### src/rtl/scurve_stream_parser.sv
// scurve_stream_parser: rebuilds one record per DAC step from the 16-bit
// S-curve result stream (header, channel, DAC + trigger words, end word).
// Ports:
//   Clk, reset          system clock, asynchronous active-high reset
//   Parser_Enable       level enable; low forces IDLE and clears Error_Flags
//   stream_fifo_empty   source FIFO empty
//   stream_fifo_dout    FIFO read data, valid the cycle after rd_en
//   stream_fifo_rd_en   single-cycle read strobe
//   Record_Valid/Ready  record handshake; fields held while Valid=1
//   Record_Single       1 = single-channel scan (0x43xx), 0 = 64-channel (0x63xx)
//   Record_Chn          channel of the record
//   Record_DAC_Code     DAC code of the step
//   Record_Word_Count   trigger words in the step (saturating)
//   Record_Trig_Sum     sum of trigger words in the step (saturating)
//   Scan_Done           one-cycle pulse after the end word is processed
//   Error_Flags         sticky: [0] word out of order, [1] DAC sequence,
//                       [2] channel sequence, [3] count/sum saturated
module scurve_stream_parser #(
    parameter int DAC_MAX = 1023,
    parameter int CHN_MAX = 63,
    parameter int SUM_W   = 24
) (
    input  logic             Clk,
    input  logic             reset,
    input  logic             Parser_Enable,
    input  logic             stream_fifo_empty,
    input  logic [15:0]      stream_fifo_dout,
    output logic             stream_fifo_rd_en,
    output logic             Record_Valid,
    input  logic             Record_Ready,
    output logic             Record_Single,
    output logic [5:0]       Record_Chn,
    output logic [9:0]       Record_DAC_Code,
    output logic [15:0]      Record_Word_Count,
    output logic [SUM_W-1:0] Record_Trig_Sum,
    output logic             Scan_Done,
    output logic [3:0]       Error_Flags
);

    localparam logic [9:0] DAC_LAST = 10'(DAC_MAX);
    localparam logic [5:0] CHN_LAST = 6'(CHN_MAX);

    typedef enum logic [2:0] {
        S_IDLE, S_FETCH, S_CAPTURE, S_DECODE, S_WAIT_ACK
    } state_t;

    typedef enum logic [1:0] {
        P_EXP_HEADER, P_EXP_CHN, P_EXP_DAC, P_IN_DATA
    } phase_t;

    typedef enum logic [2:0] {
        W_END, W_CHN, W_DAC, W_HDR, W_DATA
    } wclass_t;

    state_t  state, state_nxt;
    phase_t  phase;
    wclass_t wclass;

    logic [15:0]      word_reg;
    logic             step_open;
    logic             first_chn;
    logic [10:0]      exp_dac;
    logic             single_q;
    logic [5:0]       chn_q;
    logic [9:0]       dac_q;
    logic [15:0]      cnt_q;
    logic [SUM_W-1:0] sum_q;
    logic [3:0]       err_q;
    logic             done_q;

    logic             closes;
    logic             act;
    logic             do_hdr, do_chn, do_dac, do_data, do_end, do_bad;
    logic             new_single;
    logic [5:0]       new_chn;
    logic [6:0]       chn_next;
    logic             chn_seq_bad;
    logic [16:0]      cnt_inc;
    logic [SUM_W:0]   sum_inc;

    // Word classification, in priority order.
    always_comb begin
        if (word_reg == 16'hFF45)
            wclass = W_END;
        else if ((word_reg[15:8] == 8'h43 || word_reg[15:8] == 8'h63)
                 && word_reg[7:6] == 2'b00)
            wclass = W_CHN;
        else if (word_reg[15:12] == 4'hD && word_reg[11:10] == 2'b00)
            wclass = W_DAC;
        else if (word_reg == 16'h5343)
            wclass = W_HDR;
        else
            wclass = W_DATA;
    end

    // A DAC/CHN/END word arriving with a step open first emits that step's
    // record; the same word is decoded again once the record is taken.
    assign closes = step_open && (phase == P_IN_DATA)
                    && (wclass != W_DATA) && (wclass != W_HDR);

    assign act = (state == S_DECODE) && Parser_Enable && !closes;

    always_comb begin
        do_hdr  = 1'b0;
        do_chn  = 1'b0;
        do_dac  = 1'b0;
        do_data = 1'b0;
        do_end  = 1'b0;
        do_bad  = 1'b0;
        if (act) begin
            unique case (phase)
                P_EXP_HEADER: begin
                    if (wclass == W_HDR) do_hdr = 1'b1;
                    else                 do_bad = 1'b1;
                end
                P_EXP_CHN: begin
                    if (wclass == W_CHN) do_chn = 1'b1;
                    else                 do_bad = 1'b1;
                end
                P_EXP_DAC: begin
                    if (wclass == W_DAC) do_dac = 1'b1;
                    else                 do_bad = 1'b1;
                end
                P_IN_DATA: begin
                    unique case (wclass)
                        W_DATA:  do_data = 1'b1;
                        W_DAC:   do_dac  = 1'b1;
                        W_CHN:   do_chn  = 1'b1;
                        W_END:   do_end  = 1'b1;
                        default: do_bad  = 1'b1;
                    endcase
                end
            endcase
        end
    end

    // Channel word fields and 64-channel sequence check. One extra bit
    // keeps 63+1 from wrapping back onto channel 0.
    assign new_single  = (word_reg[15:8] == 8'h43);
    assign new_chn     = word_reg[5:0];
    assign chn_next    = first_chn ? 7'd0 : ({1'b0, chn_q} + 7'd1);
    assign chn_seq_bad = !new_single && ({1'b0, new_chn} != chn_next);

    assign cnt_inc = {1'b0, cnt_q} + 17'd1;
    assign sum_inc = {1'b0, sum_q} + (SUM_W+1)'(word_reg);

    // FSM: state register
    always_ff @(posedge Clk or posedge reset) begin
        if (reset) state <= S_IDLE;
        else       state <= state_nxt;
    end

    // FSM: next state
    always_comb begin
        state_nxt = state;
        if (!Parser_Enable) begin
            state_nxt = S_IDLE;
        end else begin
            unique case (state)
                S_IDLE:     state_nxt = S_FETCH;
                S_FETCH:    if (!stream_fifo_empty) state_nxt = S_CAPTURE;
                S_CAPTURE:  state_nxt = S_DECODE;
                S_DECODE:   state_nxt = closes ? S_WAIT_ACK : S_FETCH;
                S_WAIT_ACK: if (Record_Ready) state_nxt = S_DECODE;
                default:    state_nxt = S_IDLE;
            endcase
        end
    end

    // FSM: outputs
    always_comb begin
        stream_fifo_rd_en = 1'b0;
        Record_Valid      = 1'b0;
        unique case (state)
            S_FETCH:    stream_fifo_rd_en = Parser_Enable && !stream_fifo_empty;
            S_WAIT_ACK: Record_Valid = 1'b1;
            default:    ;
        endcase
    end

    // Datapath: captured word, phase, step record and sticky flags.
    always_ff @(posedge Clk or posedge reset) begin
        if (reset) begin
            phase     <= P_EXP_HEADER;
            word_reg  <= '0;
            step_open <= 1'b0;
            first_chn <= 1'b0;
            exp_dac   <= '0;
            single_q  <= 1'b0;
            chn_q     <= '0;
            dac_q     <= '0;
            cnt_q     <= '0;
            sum_q     <= '0;
            err_q     <= '0;
            done_q    <= 1'b0;
        end else if (!Parser_Enable || state == S_IDLE) begin
            phase     <= P_EXP_HEADER;
            word_reg  <= '0;
            step_open <= 1'b0;
            first_chn <= 1'b0;
            exp_dac   <= '0;
            single_q  <= 1'b0;
            chn_q     <= '0;
            dac_q     <= '0;
            cnt_q     <= '0;
            sum_q     <= '0;
            err_q     <= '0;
            done_q    <= 1'b0;
        end else begin
            done_q <= 1'b0;

            if (state == S_CAPTURE)
                word_reg <= stream_fifo_dout;

            if (state == S_WAIT_ACK && Record_Ready)
                step_open <= 1'b0;

            if (do_hdr) begin
                phase     <= P_EXP_CHN;
                first_chn <= 1'b1;
            end

            if (do_chn) begin
                // A new channel mid-scan: previous channel must have finished.
                if (phase == P_IN_DATA) begin
                    if (dac_q != DAC_LAST) err_q[1] <= 1'b1;
                    if (single_q)          err_q[2] <= 1'b1;
                end
                if (chn_seq_bad) err_q[2] <= 1'b1;
                single_q  <= new_single;
                chn_q     <= new_chn;
                first_chn <= 1'b0;
                exp_dac   <= '0;
                phase     <= P_EXP_DAC;
            end

            if (do_dac) begin
                if ({1'b0, word_reg[9:0]} != exp_dac) err_q[1] <= 1'b1;
                dac_q     <= word_reg[9:0];
                cnt_q     <= '0;
                sum_q     <= '0;
                step_open <= 1'b1;
                exp_dac   <= {1'b0, word_reg[9:0]} + 11'd1;
                phase     <= P_IN_DATA;
            end

            if (do_data) begin
                if (cnt_inc[16]) begin
                    cnt_q    <= '1;
                    err_q[3] <= 1'b1;
                end else begin
                    cnt_q <= cnt_inc[15:0];
                end
                if (sum_inc[SUM_W]) begin
                    sum_q    <= '1;
                    err_q[3] <= 1'b1;
                end else begin
                    sum_q <= sum_inc[SUM_W-1:0];
                end
            end

            if (do_end) begin
                if (dac_q != DAC_LAST)                err_q[1] <= 1'b1;
                if (!single_q && chn_q != CHN_LAST)   err_q[2] <= 1'b1;
                done_q <= 1'b1;
                phase  <= P_EXP_HEADER;
            end

            if (do_bad) err_q[0] <= 1'b1;
        end
    end

    assign Record_Single     = single_q;
    assign Record_Chn        = chn_q;
    assign Record_DAC_Code   = dac_q;
    assign Record_Word_Count = cnt_q;
    assign Record_Trig_Sum   = sum_q;
    assign Scan_Done         = done_q;
    assign Error_Flags       = err_q;

endmodule
### config.mk
export PLATFORM = sky130hd
export DESIGN_NAME = scurve_stream_parser
export DESIGN_NICKNAME = d
export VERILOG_FILES = /design/src/rtl/scurve_stream_parser.sv
export SDC_FILE = /design/constraint.sdc
export NUM_CORES = 1
export LEC_CHECK = 0
export ABC_AREA = 1
export BUFFER_PORTS_ARGS = -buffer_cell sky130_fd_sc_hd__buf_2
export CAP_MARGIN = 0
export CORE_UTILIZATION = 30
export CTS_BUF_LIST = sky130_fd_sc_hd__clkbuf_4 sky130_fd_sc_hd__clkbuf_8 sky130_fd_sc_hd__clkbuf_16
export DETAILED_ROUTE_END_ITERATION = 12
export PLACE_DENSITY = 0.43
export SYNTH_ARGS = -nofsm -noshare
export SYNTH_HDL_FRONTEND = slang
export SYNTH_SLANG_ARGS = --single-unit
export TNS_END_PERCENT = 1
### constraint.sdc
create_clock -name Clk -period 3.65 [get_ports Clk]
set_input_delay 0 -clock Clk [delete_from_list [all_inputs] [get_ports Clk]]
set_output_delay 0 -clock Clk [all_outputs]
set_load 0.005 [all_outputs]
Yosys cells after proc, flatten, opt, wreduce, memory -nomap -nowiden
Cells that the tools add are included.
{ "totals": {"ff_bits": 96, "out_inout_bits": 64} }
{ "classes": {"n_mux": 80, "reduce_logical": 39, "add_sub_neg": 4, "n_eq_ne": 24} }
{ "ops": {"columns": ["op", "n"], "rows": [
  ["$mux W16", 6],
  ["$mux W24", 4],
  ["$mux W1", 43],
  ["$mux W11", 3],
  ["$add A24 B16 Y25", 1],
  ["$mux W3", 8],
  ["$mux W10", 2],
  ["$add A16 B1 Y17 const B", 1],
  ["$eq A16 B15 Y1 const B", 1],
  ["$eq A16 B16 Y1 const B", 1],
  ["$eq A8 B7 Y1 const B", 2],
  ["$mux W2", 8],
  ["$pmux W3 S5", 1],
  ["$reduce_bool A3 Y1", 5],
  ["$eq A3 B2 Y1 const B", 4],
  ["$mux W6", 2],
  ["$add A10 B1 Y11 const B", 1],
  ["$logic_and A1 B1 Y1", 11],
  ["$ne A10 B11 Y1", 1],
  ["$ne A10 B10 Y1 const B", 1],
  ["$reduce_bool A2 Y1", 5],
  ["$ne A3 B3 Y1 const B", 3],
  ["$add A6 B1 Y7 const B", 1],
  ["$mux W7", 1],
  ["18 further kinds", 31]
]} }

Logic depth before layout (Yosys ltp)
Gate-level depths: netlist of run 1.
{ "depth": {"ltp_word": 17, "ltp_mapped": 15, "mapped_depth_nobuf": 15} }

Worst setup path after synthesis of run 1
Ideal clock, no wire load.
{ "synth_path": {"path_type": "register to register", "startpoint": "register word_reg[1]", "endpoint": "register sum_q[3] (netlist: Record_Trig_Sum[3])", "n_path_buf": 1, "path_stages_with_launch": 13, "setup_slack_ns": 1.304, "setup_ns": 0.074, "synth_period_minus_slack_ns": 2.346, "arrival_ns": 2.272, "required_time_ns": 3.576, "cell_sequence": "dfrtp_1 clkinv_1 fa_1 inv_1 nand2_1 o21ai_1 nand2_1 o21bai_2 nand3_1 nand2_1 buf_1 o21ai_0 o21ai_2"} }
{ "synth_between": {"elab_chain_len": 13, "elab_cells_between_ends": 25, "classes_between": "1 x add/sub; 6 x eq/ne; 13 x mux; 5 x reduce/logical"} }
{ "synth_rtl": {"columns": ["item", "line_no", "text"], "rows": [
  ["from (decl)", "59", "logic [15:0] word_reg;"],
  ["from (signal assigned)", "213", "word_reg <= stream_fifo_dout;"],
  ["$eq A16 B15 Y1", "90", "else if (word_reg == 16'h5343)"],
  ["$mux W3", "90", null],
  ["$mux W3", "88", "else if (word_reg[15:12] == 4'hD && word_reg[11:10] == 2'b00)"],
  ["$mux W3", "85", "else if ((word_reg[15:8] == 8'h43 || word_reg[15:8] == 8'h63)"],
  ["$mux W3", "83", "if (word_reg == 16'hFF45)"],
  ["$ne A3 B3 Y1", "99", "&& (wclass != W_DATA) && (wclass != W_HDR);"],
  ["$logic_and A1 B1 Y1 (2 in series)", "99", null],
  ["$logic_not A1 Y1", "101", "assign act = (state == S_DECODE) && Parser_Enable && !closes;"],
  ["$logic_and A1 B1 Y1", "101", null],
  ["$mux W1", "110", "if (act) begin"],
  ["$mux W24", "247", "if (do_data) begin"],
  ["$mux W24", "196", "end else if (!Parser_Enable || state == S_IDLE) begin"],
  ["to (signal assigned)", "258", "sum_q <= sum_inc[SUM_W-1:0];"],
  ["to (decl)", "67", "logic [SUM_W-1:0] sum_q;"]
]} }
Several ways; a longest one is shown, not always the timed one.
A chain may end at the register's enable or synchronous reset.

Worst setup path after layout of run 1
{ "layout_path": {"startpoint": "register word_reg[0]", "endpoint": "register sum_q[23] (netlist: Record_Trig_Sum[23])"} }
The elaborated chain is that of the path after synthesis.

==> results of run 1 <==
==> where the power goes <==
group	switching, mW	leakage, nW	internal (mW)
Sequential	0.0436	1.33	1.08
Clock	0.455	0.132	0.463
Combinational	0.211	2.38	0.0942
Total	0.710	3.85	1.64
==> worst max-delay path, stage by stage (launching register included) <==
cell,delay (ns)
dfrtp_1,0.55
ha_1,0.25
inv_1,0.07
fa_1,0.41
inv_1,0.11
nand2_1,0.05
o21ai_1,0.23
nand2_1,0.13
o21bai_2,0.19
nand3_1,0.10
nand2_1,0.33
inv_2,0.19
nand3_1,0.10
nand2_1,0.05
o21ai_0,0.08
==> final timing paths <==
check | from | endpoint | slack, ns | cells after the start
worst max register to register | word_reg[0]$_DFFE_PP0P_ | Record_Trig_Sum[23]$_DFFE_PP0P_ | 0.73 | 14
max in group asynchronous | reset | exp_dac[4]$_DFFE_PP0P_ | 2.57 | 4
worst min-delay path | stream_fifo_empty | state[2]$_DFFE_PP0P_ | 0.09 | 5
worst min register to register | Error_Flags[0]$_DFFE_PP0P_ | Error_Flags[0]$_DFFE_PP0P_ | 0.50 | 2
min in group asynchronous | reset | Record_Word_Count[10]$_DFFE_PP0P_ | 0.26 | 3
worst max-delay path | word_reg[0]$_DFFE_PP0P_ | Record_Trig_Sum[23]$_DFFE_PP0P_ | 0.73 | 14
==> per-layer routing <==
metal | vias up | part of all wire (%)
met1 | 2873 | 50
met5 | - | 0
li1 | 3121 | -
met4 | 0 | 1.7
met3 | 20 | 4.6
met2 | 150 | 43
==> cells in the final DEF, fill, tap and decap left out, types with 19 or more instances in the layout <==
cell | netlist | final
a21oi_1 | 24 | 24
buf_2 | 3 | 84
dfrtp_1 | 96 | 96
dlygate4sd3_1 | 0 | 19
ha_1 | 20 | 20
inv_1 | 109 | 108
nand2_1 | 190 | 190
nand3_1 | 98 | 98
nand4_1 | 30 | 30
nor2_1 | 70 | 70
nor3_1 | 19 | 19
o21ai_0 | 81 | 81
o21ai_2 | 30 | 30
xor2_1 | 25 | 25
==> cells by family (layout without fill, tap and decap cells) <==
| group | count (synthesis) | in the layout |
|---|---|---|
| XOR/XNOR | 32 | 32 |
| AO/OA/AOI/OAI | 155 | 155 |
| flip-flops | 96 | 96 |
| buffers and inverters | 142 | 244 |
| adder cells (fa/ha/maj) | 21 | 21 |
| AND/OR/NAND/NOR | 438 | 438 |
==> area by class of cell <==
class / instances / area [um^2] / share of cell area (%)
multi-input combinational: 646 / 3490 / 45.7
sequential: 96 / 2400 / 31.4
timing repair buffer: 112 / 691 / 9.04
inverter: 116 / 440 / 5.76
tap: 275 / 344 / 4.50
clock buffer: 9 / 225 / 2.95
clock inverter: 7 / 47.5 / 0.622
==> repair_timing <==
item | 4_1_cts | 5_1_grt
setup endpoints to repair | 0 | 0
hold buffers | 19 | 0
hold endpoints to repair | 61 | 0
==> results.md, run 1 <==
- Status: finished clean
- Fmax: 342 MHz
- CTS tree: built
- Die area: about 22000 um^2
- # resized after CTS: 0
- Total Neg Setup Slack: 0 ns
- Worst hold path type: primary input to flop
- Post-CTS setup buffer count: 0
- Worst EP arrival: approximately 3.2 ns
- PwrDens: 308 nW/um^2
- Depth of the CTS H-tree: 3
- Final max-slew violation count: 0
- Routed wire length: 21000 um
- Largest register FFs: 24
- Detail Placement HPWL: 15700 um
- Grt ovf: 0
- Root buf cell: clkbuf_16
- Post-Place Cells: roughly 1200
- Worst slew margin: 23.9%
- Post-route minimum period: 2.92 ns
- First-pass GRT wire length: 33700 um
- IO Pins: 85
- RSZ-0062 raised after global routing: false
- Most frequent cell after synthesis: nand2_1
- CTS Buffer Depth: 2
- Worst VDD drop: slightly above 200 uV
- Clock-pin slew of the registers on the worst-case setup and hold paths: 0.07 ns
- Top post-synthesis cells by area: dfrtp_1 (37%), nand2_1 (11%), nand3_1 (7.6%)
- Post-synth cell types: 41
- Mapped Cells: 884
- GR Util met1: about 29%
- Adder-cell area share of the yosys netlist: 4.17%
- Initial antenna violation count: 0
- Max Cap Violations: 0
- Die height: ~150 um
- Die X: 149 um
- Antenna Diode Count: 0
- Total power: around 2.4 mW
- Share of layout cells above drive strength 1: between 10% and 20%
- Fill cells: 2264
- Placed instance area: 7180 um^2
- Number of buffer cells added on primary ports: 84
- WL per Instance: 16.6 um
- Skew-Pair Late Insertion Delay: 0.36 ns
- Synth Area in Compound Gates: 14.3%
- Seq/Total Area, Yosys: 37.1%
- Yosys reg bits: 96
- Max Fanout on Critical Path: 11
- Post-DRT Antenna Nets: 0
- Static Leak: 3.85 nW
- All-Layer GR Usage: between 15 and 20%
- DR pass1 iterations: 5
- Simple-Gate Fraction of Synth Area: 31.0%
- P&R area growth vs syn: 18.0%
- Largest net degree at the start of global routing: 61
- Met3 Use GR: 3.39%
- Num CTS Buffers: 9
- Commonest cells post-synth: nand2_1 (190), inv_1 (109), nand3_1 (98)
- Yosys synthesis warning count: 0
- Layout Utilization: about 36%
- Nets: 1023
- Final setup vio count: 0
- Pre-CTS setup slack: 0.722 ns
- Via count: a little over 6000
- Setup Skew: a little over 0.006 ns
- Fin cells: 1261
- Syn Std Cell Area: 6480 um^2
- Worst slew pin tran: 1.13 ns
- FFs w/ async S/R, synth: 100%
- M2 GR Usage: 29.6%
- Startpoint types: flop
- Worst setup EP type: flop
- Critical path class: flop to flop
- # DRC: 0
- Synth Area per Inst: between 7 and 8 um^2
- Post-synth net total: 926
- CP required: around 4 ns
- Top-area cell type share of the netlist area: 37.1%
- Post-Synth XOR/XNOR Area: 4.33%
- Initial core utilization: 30.7%
- Final Wtd Congestion: roughly 0.87
- Hold slack: 0.0926 ns
- Number of global-route vias before repair: 5948
- Via density: 4.89
- Hold violation count in the final report: 0
- Number of flops mapped to enable cells by yosys: 0
- GRT Max-Usage Layer: met2
- Initial DRC count: 389
- Final setup margin: roughly 0.73 ns
- CTS sink count: between 90 and 100
- Post-synthesis mux area share: 0%
- Top FF cell, synth: dfrtp_1
- Placement Rows: 53
- Core area: 21100 um^2
- Largest family of logic cells by synthesized area: simple AND/OR/NAND/NOR gates
- Design area: roughly 7600 um^2
- Fin crit share: 80.0%
- Yosys top cell by area: dfrtp_1
(Power assumes the default switching activity.)
==> run 2, diff against run 1 <==
ABC_AREA = 0   (was 1)
clock period = 2.7 ns   (was 3.65 ns; I/O delays follow)
==> run 2 against run 1 <==
  * Count of clock-buffer cells in the layout up 1
  * Non-clock buffer count increased by 38
  * Wire length shrank 17%
  * Flip-flop and latch count unchanged
  * Setup slack worse by 0.58 ns
  * Critical path type unchanged
  * Critical endpoint unchanged
  * Largest cell class unchanged
==> results.md, run 2 <==
- Status: finished clean (unchanged)
- Num CTS Buffers: 9 (unchanged)
- WL per Instance: 16.9 um (was 16.6 um)
- Initial antenna violation count: 0 (unchanged)
- Yosys reg bits: 96 (unchanged)
- CTS Buffer Depth: 2 (unchanged)
- Number of global-route vias before repair: 4991 (was 5948)
- Final setup margin: 0.151 ns (was 0.730 ns)
- CTS tree: built (unchanged)
- Via density: 5.14 (was 4.89)
- Hold path cells: 3 (was 5)
- PwrDens: 406 nW/um^2 (was 308 nW/um^2)
- Die X: 143 um (was 149 um)
- Critical path class: flop to flop (unchanged)
- CP startpoint: word_reg[1]$_DFFE_PP0P_ (was word_reg[0]$_DFFE_PP0P_)
- Reg2reg end: Record_Trig_Sum[23]$_DFFE_PP0P_ (unchanged)
- Mapped Cells: 638 (was 884)
- Yosys synthesis warning count: 0 (unchanged)
- Final Wtd Congestion: 0.818 (was 0.873)
- Total power: 2.97 mW (was 2.35 mW)
- HP Start: Record_Ready (was stream_fifo_empty)
- Skew-Pair Late Insertion Delay: 0.35 ns (was 0.36 ns)
- Multi-input gate area in the final layout: 3280 um^2 (was 3490 um^2)
- Worst slew pin tran: 0.706 ns (was 1.13 ns)
- Post-DRT Antenna Nets: 0 (unchanged)
- Post-synth net total: 680 (was 926)
- Pre-CTS setup slack: -0.0405 ns (was 0.722 ns)
- Seq/Total Area, Yosys: 40.5% (was 37.1%)
- Largest net degree at the start of global routing: 56 (was 61)
- Via count: 5265 (was 6164)
- Largest family of logic cells by synthesized area: simple AND/OR/NAND/NOR gates (unchanged)
- Synth Area per Inst: 9.29 um^2 (was 7.33 um^2)
- Hold violation count in the final report: 0 (unchanged)
- RSZ-0062 raised after global routing: false (unchanged)
- Detail Placement HPWL: 12700 um (was 15700 um)
- Setup Skew: 0.00640 ns (was 0.00607 ns)
- Startpoint types: flop (unchanged)
- Most frequent cell after synthesis: dfrtp_1 (was nand2_1)
- Post-synth cell types: 74 (was 41)
- Top FF cell, synth: dfrtp_1 (unchanged)
- Clock-pin slew of the registers on the worst-case setup and hold paths: 0.08 ns (was 0.07 ns)
- Die area: 20300 um^2 (was 22200 um^2)
- Sequential cell area: 2400 um^2 (unchanged)
- Nets: 796 (was 1023)
- Antenna Diode Count: 0 (unchanged)
- Synth Area in Compound Gates: 19.7% (was 14.3%)
- Worst slew margin: 52.9% (was 23.9%)
- All-Layer GR Usage: 17.6% (was 19.8%)
- Share of layout cells above drive strength 1: 26.5% (was 17.4%)
- Top-area cell type share of the netlist area: 40.5% (was 37.1%)
- Grt ovf: 0 (unchanged)
- Simple-Gate Fraction of Synth Area: 22.7% (was 31.0%)
- P&R area growth vs syn: 23.6% (was 18.0%)
- Root buf cell: clkbuf_16 (unchanged)
- Worst VDD drop: 320 uV (was 207 uV)
- Worst hold path type: primary input to flop (unchanged)
- Most common cell after layout, fill and taps aside: dfrtp_1 (was nand2_1)
- Die height: 143 um (was 149 um)
- Worst setup EP type: flop (unchanged)
- Final max-slew violation count: 0 (unchanged)
- Initial DRC count: 397 (was 389)
- DR pass1 iterations: 5 (unchanged)
- Static Leak: 3.44 nW (was 3.85 nW)
- CTS sink count: 96 (unchanged)
- Hold slack: 0.0213 ns (was 0.0926 ns)
- FFs w/ async S/R, synth: 100% (unchanged)
- Adder-cell area share of the yosys netlist: 4.56% (was 4.17%)
- Max Fanout on Critical Path: 10 (was 11)
- Depth of the CTS H-tree: 3 (unchanged)
- Post-route minimum period: 2.55 ns (was 2.92 ns)
- Post-synthesis mux area share: 2.09% (was 0%)
- Number of flops mapped to enable cells by yosys: 0 (unchanged)
- Worst EP arrival: 2.80 ns (was 3.20 ns)
- Design area: 7330 um^2 (was 7640 um^2)
- Max Cap Violations: 0 (unchanged)
- Final setup vio count: 0 (unchanged)
- Placed instance area: 6800 um^2 (was 7180 um^2)
- Core area: 19400 um^2 (was 21100 um^2)
- Worst Reg-to-Reg Cells: 8 (was 14)
- # DRC: 0 (unchanged)
- Flop-to-flop setup slack: 0.15 ns (was 0.73 ns)
- Worst Hold End: state[2]$_DFFE_PP0P_ (unchanged)
- Reg2reg start: word_reg[1]$_DFFE_PP0P_ (was word_reg[0]$_DFFE_PP0P_)
- Placement Rows: 51 (was 53)
- First-pass GRT wire length: 27700 um (was 33700 um)
- Yosys top cell by area: dfrtp_1 (unchanged)
- Initial core utilization: 30.6% (was 30.7%)
- Fin crit share: 94.4% (was 80.0%)
- Commonest cells post-synth: dfrtp_1 (96), nand2_1 (64), a21oi_1 (45) (was nand2_1 (190), inv_1 (109), nand3_1 (98))
- Largest register FFs: 24 (unchanged)
- IO Pins: 85 (unchanged)
- Post-Synth XOR/XNOR Area: 5.42% (was 4.33%)
- Top post-synthesis cells by area: dfrtp_1 (41%), ha_1 (4.2%), nand2_1 (4.1%) (was dfrtp_1 (37%), nand2_1 (11%), nand3_1 (7.6%))
- Fmax: 392 MHz (was 342 MHz)
- CP required: 2.95 ns (was 3.93 ns)
- Number of buffer cells added on primary ports: 84 (unchanged)
- Syn Std Cell Area: 5930 um^2 (was 6480 um^2)
- Fill cells: 2042 (was 2264)
- Most frequent cells in the layout: dfrtp_1 (96), buf_2 (84), nand2_1 (63) (was nand2_1 (190), inv_1 (108), nand3_1 (98))
- Layout Utilization: 37.8% (was 36.2%)
- Routed wire length: 17300 um (was 21000 um)
[run 2: kinds of logic after synthesis]
logic type	after synthesis
AOI/OAI and AO/OA	169
muxes	12
DFF	96
buffers and inverters	56
xor gates and xnor gates	35
adders and majority gates	21
and+or+nand+nor	249
[run 2: worst max-delay path: stages, from the launching register on]
cell	delay, ns
dfrtp_1	0.38
buf_4	0.18
ha_1	0.29
a211oi_1	0.36
o211ai_1	0.17
a41oi_1	0.40
o21ai_2	0.19
and2_4	0.20
a311oi_1	0.26
[run 2: cell type report]
class / instances / share of cell area [%]
clock buffer: 10 / 3.26
clock inverter: 6 / 0.700
inverter: 11 / 0.598
multi-input combinational: 486 / 44.8
sequential: 96 / 32.8
tap: 265 / 4.53
timing repair buffer: 150 / 13.3
[run 2: worst max path at each step]
stage,to,slack (ns),depth (start not counted)
floorplan,Record_Trig_Sum[19]$_DFFE_PP0P_,0.12,10
global placement,Error_Flags[3]$_DFFE_PP0P_,-0.02,9
detailed placement,Record_Trig_Sum[17]$_DFFE_PP0P_,-0.04,8
CTS,Error_Flags[3]$_DFFE_PP0P_,-0.04,9
global route,Record_Trig_Sum[23]$_DFFE_PP0P_,0.008,8
finish,Record_Trig_Sum[23]$_DFFE_PP0P_,0.15,8
[run 2: per-stage QoR]
step	setup TNS [ns]	cells
after floorplan	0	638
after CTS	-0.0363	1023
after detailed placement	-0.136	989
after global placement	-0.0172	989
final	0	1024
after global routing	0	1024
[run 2: metal layers]
| metal | part of all wire (%) | vias to the layer above | wire length (um) | global-route usage [%] |
|---|---|---|---|---|
| li1 | - | 2578 | - | - |
| met1 | 50 | 2540 | 8720 | 25.5 |
| met2 | 45 | 134 | 7730 | 27.4 |
| met3 | 4.0 | 13 | 701 | 2.22 |
| met4 | 1.1 | 0 | 189 | 4.92 |
| met5 | 0 | - | 0 | 0 |
[run 2: where the power goes]
group | internal, mW | leakage [nW] | switching [mW]
clock network | 0.667 | 0.145 | 0.634
logic | 0.0822 | 1.96 | 0.134
registers | 1.44 | 1.34 | 0.00985
total | 2.19 | 3.44 | 0.778
[run 2: what timing repair did]
action / CTS / global route
hold endpoints to repair: 60 / 0
pin swaps: 0 / 4
hold buffers: 18 / 0
setup endpoints to repair: 6 / 26
gates cloned: 0 / 0
buffers inserted: 0 / 1
gates resized for setup: 3 / 11
==> run 3, diff against run 2 <==
GPL_TIMING_DRIVEN = 0   (was unset)
HOLD_SLACK_MARGIN = 0.06   (was unset)
==> run 3 against run 2 <==
  * Combinational power increased by 4%
  * Design area grew 1.2%
  * Critical path depth increased by 3
  * Worst hold slack improved by 0.077 ns
  * Critical endpoint is now Record_Trig_Sum[2]$_DFFE_PP0P_
==> results.md, run 3 (synthesis gave the netlist of run 2 again) <==
- Pint: 2.37 mW (was 2.19 mW)
- RSZ-0062 raised after global routing: true (was false)
- IO Pins: 85 (unchanged)
- Layout Utilization: 38.2% (was 37.8%)
- Static Leak: 3.43 nW (was 3.44 nW)
- Fin cells: 1028 (was 1024)
- Post-route minimum period: 2.62 ns (was 2.55 ns)
- Worst EP arrival: 2.91 ns (was 2.80 ns)
- Worst hold path type: primary input to flop (unchanged)
- Routed wire length: 18300 um (was 17300 um)
- Most common cell after layout, fill and taps aside: dfrtp_1 (unchanged)
- Gate power share: 7.1% (was 7.3%)
- Post-DRT Antenna Nets: 0 (unchanged)
- Max Fanout on Critical Path: 9 (was 10)
- WL per Instance: 17.8 um (was 16.9 um)
- Largest register FFs: 24 (unchanged)
- Max Cap Violations: 0 (unchanged)
- Pre-CTS setup slack: -0.766 ns (was -0.0405 ns)
- Detail Placement HPWL: 13200 um (was 12700 um)
- Worst setup EP type: flop (unchanged)
- CP required: 2.99 ns (was 2.95 ns)
- Fmax: 381 MHz (was 392 MHz)
- CTS tree: built (unchanged)
- Placement Rows: 51 (unchanged)
- Hold path cells: 5 (was 3)
- Most frequent cells in the layout: dfrtp_1 (96), buf_2 (95), nand2_1 (63) (was dfrtp_1 (96), buf_2 (84), nand2_1 (63))
- PwrDens: 423 nW/um^2 (was 406 nW/um^2)
- Number of global-route vias before repair: 5157 (was 4991)
- Hold violation count in the final report: 0 (unchanged)
- Skew-Pair Late Insertion Delay: 0.36 ns (was 0.35 ns)
- CTS sink count: 96 (unchanged)
- Antenna Diode Count: 0 (unchanged)
- Largest net degree at the start of global routing: 51 (was 56)
- Worst slew margin: 27.2% (was 52.9%)
- Flop-to-flop setup slack: 0.08 ns (was 0.15 ns)
- Number of buffer cells added on primary ports: 83 (was 84)
- Worst Reg-to-Reg Cells: 11 (was 8)
- Core area: 19400 um^2 (unchanged)
- Final Wtd Congestion: 0.813 (was 0.818)
- Total Neg Setup Slack: 0 ns (unchanged)
- Via count: 5337 (was 5265)
- Seq pwr share: 46.3% (was 48.9%)
- Status: finished clean (unchanged)
- Final setup vio count: 0 (unchanged)
- Clk network pwr share: 46.6% (was 43.8%)
- Nets: 800 (was 796)
- Initial DRC count: 225 (was 397)
- Critical path class: flop to flop (unchanged)
- Num CTS Buffers: 9 (unchanged)
- Via density: 5.19 (was 5.14)
- Die height: 143 um (unchanged)
- Post-Place Cells: 987 (was 989)
- Worst VDD drop: 312 uV (was 320 uV)
- Initial antenna violation count: 0 (unchanged)
- Clock-pin slew of the registers on the worst-case setup and hold paths: 0.08 ns (about the same)
- All-Layer GR Usage: 18.7% (was 17.6%)
- P&R area growth vs syn: 25.1% (was 23.6%)
- Depth of the CTS H-tree: 3 (unchanged)
- Final setup margin: 0.0782 ns (was 0.151 ns)
- Startpoint types: flop (unchanged)
- # DRC: 0 (unchanged)
- Final max-slew violation count: 0 (unchanged)
- CTS Buffer Depth: 2 (unchanged)
- Die X: 143 um (unchanged)
- First-pass GRT wire length: 29000 um (was 27700 um)
- Hold slack: 0.0985 ns (was 0.0213 ns)
- Initial core utilization: 30.6% (unchanged)
- Sw frac: 24.5% (was 26.2%)
- P_sw: 0.768 mW (was 0.778 mW)
- Setup Skew: 0.0121 ns (was 0.00640 ns)
- Die area: 20300 um^2 (unchanged)
- Fin crit share: 97.1% (was 94.4%)
- Root buf cell: clkbuf_16 (unchanged)
- Share of layout cells above drive strength 1: 24.8% (was 26.5%)
- Worst slew pin tran: 1.08 ns (was 0.706 ns)
- DR pass1 iterations: 4 (was 5)
- Grt ovf: 0 (unchanged)
run 3: changes by cell type in the layout (fill, tap and decap cells not counted), sizes merged:
| cell | previous run | this run |
|---|---|---|
| clkinvlp | 0 | 1 |
| dlygate4sd3 | 18 | 19 |
| bufinv | 0 | 2 |
| clkbuf | 10 | 29 |
| clkinv | 3 | 2 |
| inv | 14 | 12 |
| buf | 132 | 116 |
run 3: power by group through the flow:
stage | clock, mW | sequential, mW | combinational (mW)
3_5_place_dp | 0 | 1.48 | 0.204
5_1_grt | 1.55 | 1.45 | 0.248
6_report | 1.46 | 1.45 | 0.224
2_1_floorplan | 0 | 1.48 | 0.130
4_1_cts | 1.49 | 1.45 | 0.226
3_3_place_gp | 0 | 1.48 | 0.197
run 3: worst max-delay path, cell delays in order (launching register included):
cell and delay, ns:
dfrtp_1 0.40, buf_8 0.16, inv_1 0.11, fa_2 0.39
nand2b_4 0.17, a211oi_4 0.27, nor3_4 0.11, a311oi_2 0.35
clkbuf_8 0.20, clkbuf_4 0.18, o21ai_0 0.10, nand2_1 0.10
run 3: repair_timing:
item / CTS / global route
endpoints found under the setup margin: 37 / 46
resized for setup: 14 / 16
endpoints found under the hold margin: 66 / 0
pin swaps: 3 / 2
hold buffers: 19 / 0
setup buffers: 2 / 4
run 3: final timing paths:
path                                             from                        endpoint
hold reg to reg            Error_Flags[3]$_DFFE_PP0P_      Error_Flags[3]$_DFFE_PP0P_
setup / recovery              word_reg[1]$_DFFE_PP0P_  Record_Trig_Sum[2]$_DFFE_PP0P_
max in group asynchronous                       reset  Record_Trig_Sum[6]$_DFFE_PP0P_
setup reg to reg              word_reg[1]$_DFFE_PP0P_  Record_Trig_Sum[2]$_DFFE_PP0P_
min in group asynchronous                       reset       Record_Chn[2]$_DFFE_PP0N_
hold / removal                      stream_fifo_empty            state[1]$_DFFE_PP0P_
run 3: stage by stage:
stage / power (mW) / instance area (um^2)
floorplan: 1.61 / 5930
global placement: 1.68 / 6680
detailed placement: 1.69 / 6710
CTS: 3.17 / 7300
global route: 3.26 / 7410
finish: 3.14 / 7410
run 3: final cells by class:
class / count / area [um^2]
sequential: 96 / 2400
clock inverter: 6 / 90.1
fill: 2039 / 12000
multi-input combinational: 486 / 3330
buffer: 45 / 282
tap: 265 / 332
inverter: 11 / 43.8
clock buffer: 10 / 239
timing repair buffer: 109 / 691
run 3: routing by layer:
layer	wire length (um)	GRT usage, %	up-vias
li1	-	-	2583
met4	262	5.60	0
met5	0	0	-
met1	9260	26.6	2636
met3	578	2.99	17
met2	8200	28.8	101
